$ cat src/rtl/cmp_sched_pkg.sv
// Shared definitions for the two-requester signed compare scheduler:
// default operand width, operation encodings and result decode.
package cmp_sched_pkg;

  localparam int unsigned DefaultW = 32;

  typedef enum logic [1:0] {
    OP_GE = 2'b00,
    OP_LT = 2'b01,
    OP_EQ = 2'b10,
    OP_NE = 2'b11
  } op_e;

  function automatic logic op_result(op_e op, logic ge, logic eq);
    logic r;
    r = 1'b0;
    unique case (op)
      OP_GE: r = ge;
      OP_LT: r = ~ge;
      OP_EQ: r = eq;
      OP_NE: r = ~eq;
    endcase
    return r;
  endfunction

endpackage

$ cat src/rtl/cmp_sched_if.sv
// Request/grant/response bundle between the two requesters and cmp_sched.
interface cmp_sched_if
  import cmp_sched_pkg::*;
#(
  parameter int unsigned W = DefaultW
);

  logic         flush;
  logic         req0;
  logic         req1;
  logic [W-1:0] a0;
  logic [W-1:0] b0;
  logic [W-1:0] a1;
  logic [W-1:0] b1;
  logic [1:0]   op0;
  logic [1:0]   op1;
  logic         gnt0;
  logic         gnt1;
  logic         rsp_valid0;
  logic         rsp_valid1;
  logic         rsp_c;

  modport master (
    output flush, req0, req1, a0, b0, a1, b1, op0, op1,
    input  gnt0, gnt1, rsp_valid0, rsp_valid1, rsp_c
  );

  modport slave (
    input  flush, req0, req1, a0, b0, a1, b1, op0, op1,
    output gnt0, gnt1, rsp_valid0, rsp_valid1, rsp_c
  );

endinterface

$ cat src/rtl/signed_ge_cmp.sv
// Combinational two's complement comparator producing A>=B and A==B.
module signed_ge_cmp
  import cmp_sched_pkg::*;
#(
  parameter int unsigned W = DefaultW
) (
  input  logic [W-1:0] A,
  input  logic [W-1:0] B,
  output logic         ge,
  output logic         eq
);

  always_comb begin
    eq = (A == B);
    // Differing signs: the non-negative operand is the larger one.
    if (A[W-1] != B[W-1]) begin
      ge = ~A[W-1];
    end else begin
      ge = (A[W-2:0] >= B[W-2:0]);
    end
  end

endmodule

$ cat src/rtl/cmp_sched.sv
// Round-robin arbiter for two requesters feeding a 2-stage signed compare pipe;
// results return to the owning requester exactly two cycles after grant.
module cmp_sched
  import cmp_sched_pkg::*;
#(
  parameter int unsigned W = DefaultW
) (
  input  logic       clk,
  input  logic       reset,
  cmp_sched_if.slave bus
);

  logic         w_gnt0, w_gnt1, w_gnt;
  logic         w_ge, w_eq, w_res;
  logic         r_ptr;
  logic         r_s1_valid, r_s1_id;
  logic [W-1:0] r_s1_a, r_s1_b;
  op_e          r_s1_op;
  logic         r_s2_valid, r_s2_id, r_s2_c;

  // r_ptr == 1 means requester 1 has priority on a tie.
  always_comb begin
    w_gnt0 = 1'b0;
    w_gnt1 = 1'b0;
    if (reset && !bus.flush) begin
      w_gnt0 = bus.req0 && (!bus.req1 || !r_ptr);
      w_gnt1 = bus.req1 && (!bus.req0 || r_ptr);
    end
  end

  assign w_gnt = w_gnt0 | w_gnt1;

  always_ff @(posedge clk) begin
    if (!reset) begin
      r_ptr      <= 1'b0;
      r_s1_valid <= 1'b0;
      r_s1_id    <= 1'b0;
      r_s2_valid <= 1'b0;
      r_s2_id    <= 1'b0;
      r_s2_c     <= 1'b0;
    end else begin
      if (w_gnt) begin
        r_ptr   <= w_gnt0;
        r_s1_id <= w_gnt1;
      end
      r_s1_valid <= w_gnt;
      r_s2_valid <= r_s1_valid && !bus.flush;
      r_s2_id    <= r_s1_id;
      r_s2_c     <= r_s1_valid && !bus.flush && w_res;
    end
  end

  // Operands only move on a grant, so idle-port inputs never reach the pipe.
  always_ff @(posedge clk) begin
    if (w_gnt) begin
      r_s1_a  <= w_gnt1 ? bus.a1 : bus.a0;
      r_s1_b  <= w_gnt1 ? bus.b1 : bus.b0;
      r_s1_op <= op_e'(w_gnt1 ? bus.op1 : bus.op0);
    end
  end

  signed_ge_cmp #(
    .W (W)
  ) u_cmp (
    .A  (r_s1_a),
    .B  (r_s1_b),
    .ge (w_ge),
    .eq (w_eq)
  );

  assign w_res = op_result(r_s1_op, w_ge, w_eq);

  assign bus.gnt0       = w_gnt0;
  assign bus.gnt1       = w_gnt1;
  assign bus.rsp_valid0 = r_s2_valid && !r_s2_id;
  assign bus.rsp_valid1 = r_s2_valid && r_s2_id;
  assign bus.rsp_c      = r_s2_c;

endmodule

$ cat src/flat_wrapper.sv
// flat-port wrapper written by rule: the top's interface ports become plain ports
module cmp_sched_flat import cmp_sched_pkg::*;
#(
  parameter int unsigned W = DefaultW
)
  (clk, reset, bus_flush, bus_req0, bus_req1, bus_a0, bus_b0, bus_a1, bus_b1, bus_op0, bus_op1, bus_gnt0, bus_gnt1, bus_rsp_valid0, bus_rsp_valid1, bus_rsp_c);
  cmp_sched_if #(.W(W)) bus_i ();
  input  logic clk;
  input  logic reset;
  input wire logic [$bits(bus_i.flush)-1:0] bus_flush;
  input wire logic [$bits(bus_i.req0)-1:0] bus_req0;
  input wire logic [$bits(bus_i.req1)-1:0] bus_req1;
  input wire logic [$bits(bus_i.a0)-1:0] bus_a0;
  input wire logic [$bits(bus_i.b0)-1:0] bus_b0;
  input wire logic [$bits(bus_i.a1)-1:0] bus_a1;
  input wire logic [$bits(bus_i.b1)-1:0] bus_b1;
  input wire logic [$bits(bus_i.op0)-1:0] bus_op0;
  input wire logic [$bits(bus_i.op1)-1:0] bus_op1;
  output wire logic [$bits(bus_i.gnt0)-1:0] bus_gnt0;
  output wire logic [$bits(bus_i.gnt1)-1:0] bus_gnt1;
  output wire logic [$bits(bus_i.rsp_valid0)-1:0] bus_rsp_valid0;
  output wire logic [$bits(bus_i.rsp_valid1)-1:0] bus_rsp_valid1;
  output wire logic [$bits(bus_i.rsp_c)-1:0] bus_rsp_c;
  assign bus_i.flush = bus_flush;
  assign bus_i.req0 = bus_req0;
  assign bus_i.req1 = bus_req1;
  assign bus_i.a0 = bus_a0;
  assign bus_i.b0 = bus_b0;
  assign bus_i.a1 = bus_a1;
  assign bus_i.b1 = bus_b1;
  assign bus_i.op0 = bus_op0;
  assign bus_i.op1 = bus_op1;
  assign bus_gnt0 = bus_i.gnt0;
  assign bus_gnt1 = bus_i.gnt1;
  assign bus_rsp_valid0 = bus_i.rsp_valid0;
  assign bus_rsp_valid1 = bus_i.rsp_valid1;
  assign bus_rsp_c = bus_i.rsp_c;
  cmp_sched #(.W(W)) u_core (.clk(clk), .reset(reset), .bus(bus_i));
endmodule
$ cat config.mk
export PLATFORM = sky130hd
export DESIGN_NAME = cmp_sched_flat
export DESIGN_NICKNAME = d
export VERILOG_FILES = /design/src/rtl/cmp_sched_pkg.sv /design/src/rtl/cmp_sched_if.sv /design/src/rtl/signed_ge_cmp.sv /design/src/rtl/cmp_sched.sv /design/src/flat_wrapper.sv
export SDC_FILE = /design/constraint.sdc
export NUM_CORES = 1
export LEC_CHECK = 0
export CORE_AREA = 10 10 104 106
export DETAILED_ROUTE_END_ITERATION = 10
export DIE_AREA = 0 0 114 116
export PLACE_DENSITY = 0.83
export SLEW_MARGIN = 20
export SYNTH_ARGS = -nofsm -noshare
export SYNTH_HDL_FRONTEND = slang
export SYNTH_SLANG_ARGS = --single-unit
$ cat constraint.sdc
create_clock -name clk -period 3.9 [get_ports clk]
set_input_delay 0.78 -clock clk [delete_from_list [all_inputs] [get_ports clk]]
set_output_delay 0.78 -clock clk [all_outputs]
set_load 0.05 [all_outputs]
==> results.cfg <==
[synth]
synth_area_um2 = 3870
synth_xor_area_share_pct = 0
yosys.area_share.simple_pct = 26.3
synth_cell_type_count = 33
seq_area_frac_synth_pct = 54.3
synth-seq-cells = 72
synth-compound-area-share_pct = 4.62
synth_edf_count = 66
ys_async_sr_fraction_pct = 0
synth-main-ff-cell = edfxtp_1
synth_area_leaders = edfxtp_1 51%, nand2_1 20%, ha_1 10%, inv_1 3.2%, dfxtp_1 3.1%
syn_avg_cell_area_um2 = 9.21
synthMuxAreaShare_pct = 0
synth_top_family_by_area = simple AND/OR/NAND/NOR gates
synth_top_area_cell = edfxtp_1
yosysMostFrequentCell = nand2_1
ys_warn_count = 0
yosysTopAreaCellShare_pct = 51.2
synthTopCellsByCount = 208 x nand2_1, 66 x edfxtp_1, 33 x inv_1
synthAdderAreaFrac_pct = 10.0
postSynthNetCount = 588
syn-instance-count = 420

[sta]
finClkSkew_ns = 0.0147
fmax_mhz = 292
tightestPinTransition_ns = 0.655
setup_tns_ns = 0
finalHoldViolCount = 0
period_minus_slack_ns = 3.43
min_period_over_period_pct = 87.8
rsz0062_at_grt = no
slew_headroom_pct = 56.2
final-setup-viol-count = 0
finalMaxSlewViolations = 0

[floorplanning]
die_area_um2 = 13200
coreArea_um2 = 8680
die_x_um = 114
io_pins = 142
start_util_pct = 44.6
std_cell_rows = 34
die_y_um = 116

[cts]
clkLatencyLatePin_ns = 0.34
cts_root_buffer = clkbuf_8
cts.sinks = 72
ctsHoldBuffers = 0
clockBufferDepth = 2
htreeDepth = 3
ctsResizeCount = 0
cts_buffers = 9
path_clk_slew_ns = 0.08
post_cts_buffers = 0
cts_tree = built

[min_path]
hold_start = u_core.r_ptr
whs_endpoint = u_core.r_ptr
hold_class = reg2reg
min_path_cells = 2

[finish]
antennaDiodeCount = 0
drive_above_1_share_pct = 5.64
nets = 730
seq_area_um2 = 2100
multi_input_area_um2 = 1590
fill_cells = 732
areaGrowthSynthToFinish_pct = 44.2

[drt]
drt_iter0_markers = 154
ant_nets = 0
vias_per_cell = 4.77
wl_um = 9620
wire_per_inst_um = 14.3
drc_errors = 0
dr.pass1.iters = 4
vias = 3220

[power]
p_leak_uw = 0.00248
irDropWorstVdd_v = 0.000125
p_total_uw = 1680
p_per_area_nw_per_um2 = 301

[worst_setup_path]
cp_max_fo = 5
cp.required_ns = 3.12
end_kind = output pin
rr_worst_depth = 8
timing.rr.start = u_core.r_s1_a[29]
r2r-end = u_core.bus.rsp_c
cp_data_arrival_time_ns = 2.65
ff2ff_setup_slack_ns = 1.55
critPathKind = in2out
start_kind = input pin

[placed_design]
dp_hpwl_um = 7830
place.gp.congestion = 0.774
portBuffers = 141

[outcome]
outcome = complete, no violations

[global_routing]
grt_pass1_wl_um = 15800
grt_max_degree = 68
antenna_found_initial = 0
grt_overflow_total = 0
grt_pass1_vias = 3429
grt_usage_pct = 14.8

[flow_run]
drv_cap = 0
## worst max path at each step
stage          slack [ns]  startpoint               end
2_1_floorplan        0.36       reset  u_core.r_s1_a[0]
3_3_place_gp         0.55       reset          bus_gnt0
3_5_place_dp         0.46       reset          bus_gnt0
4_1_cts              0.46       reset          bus_gnt0
5_1_grt              0.35       reset          bus_gnt0
6_report             0.47       reset          bus_gnt0
## flip-flops by register name, summed over array words and instances, names as in the netlist
register and count:
u_core.r_ptr 1, u_core.r_s1_a 32, u_core.r_s1_b 32, u_core.r_s2_valid 1, u_core.r_s1_op 2, u_core.r_s1_id 1, u_core.r_s2_id 1, u_core.bus.rsp_c 1
u_core.r_s1_valid 1
## metrics by stage
step	setup WS, ns	std cells	util [%]	area [µm²]	hold WS (ns)
finish	0.475	675	64.3	5580	0.494
global route	0.348	675	64.3	5580	0.526
CTS	0.461	675	64.3	5580	0.497
detailed placement	0.462	659	62.5	5420	0.482
global placement	0.546	659	62.5	5420	0.462
floorplan	0.362	420	-	3870	0.421
## critical path: stages
cell and delay, ns:
clkdlybuf4s50_1 0.49, nor2b_1 0.24, nand3_1 0.23, inv_1 0.10
clkdlybuf4s50_1 0.81
## logic make-up (layout without fill, tap and decap cells)
logic type | count (synthesis) | count (layout)
AO/OA/AOI/OAI | 29 | 29
adder cells (fa/ha/maj) | 31 | 31
buffers and inverters | 48 | 195
flip-flops | 72 | 72
AND/OR/NAND/NOR | 240 | 240
## per-layer routing
metal / GRT usage, % / share of wire (%)
met1: 15.2 / 38
met2: 27.1 / 53
met3: 4.86 / 6.9
met4: 6.35 / 2.6
met5: 0 / 0
## final cells by class
type	count	area share [%]
clock inverter	5	0.471
inverter	34	2.29
timing repair buffer	145	26.2
clock buffer	11	2.35
tap	108	2.42
multi-input combinational	300	28.6
sequential	72	37.7
## layout by cell type, fill, tap and decap left out, drive strengths merged
cell / Yosys / final
nand2: 208 / 208
clkdlybuf4s50: 0 / 140
edfxtp: 66 / 66
inv: 34 / 34
ha: 31 / 31
a21oi: 12 / 12
clkbuf: 8 / 11
o21ai: 8 / 8
dfxtp: 6 / 6
nand4: 6 / 6
a21o: 5 / 5
nand3: 5 / 5
buf: 6 / 5
clkinv: 0 / 4
nor2b: 3 / 3
and2: 3 / 3
nor2: 3 / 3
nor3: 3 / 3
nand2b: 2 / 2
and2b: 2 / 2
and4: 1 / 1
a2111oi: 1 / 1
nor4: 1 / 1
a22oi: 1 / 1
and4b: 1 / 1
nor3b: 1 / 1
a31oi: 1 / 1
and3b: 1 / 1
a21boi: 1 / 1
clkinvlp: 0 / 1
## report_power, final
group          switching, µW  internal, µW  total (µW)
registers               10.3           890         900
logic                    119           177         296
clock network            258           226         484
Note: power is estimated with default switching activity, not from simulation.
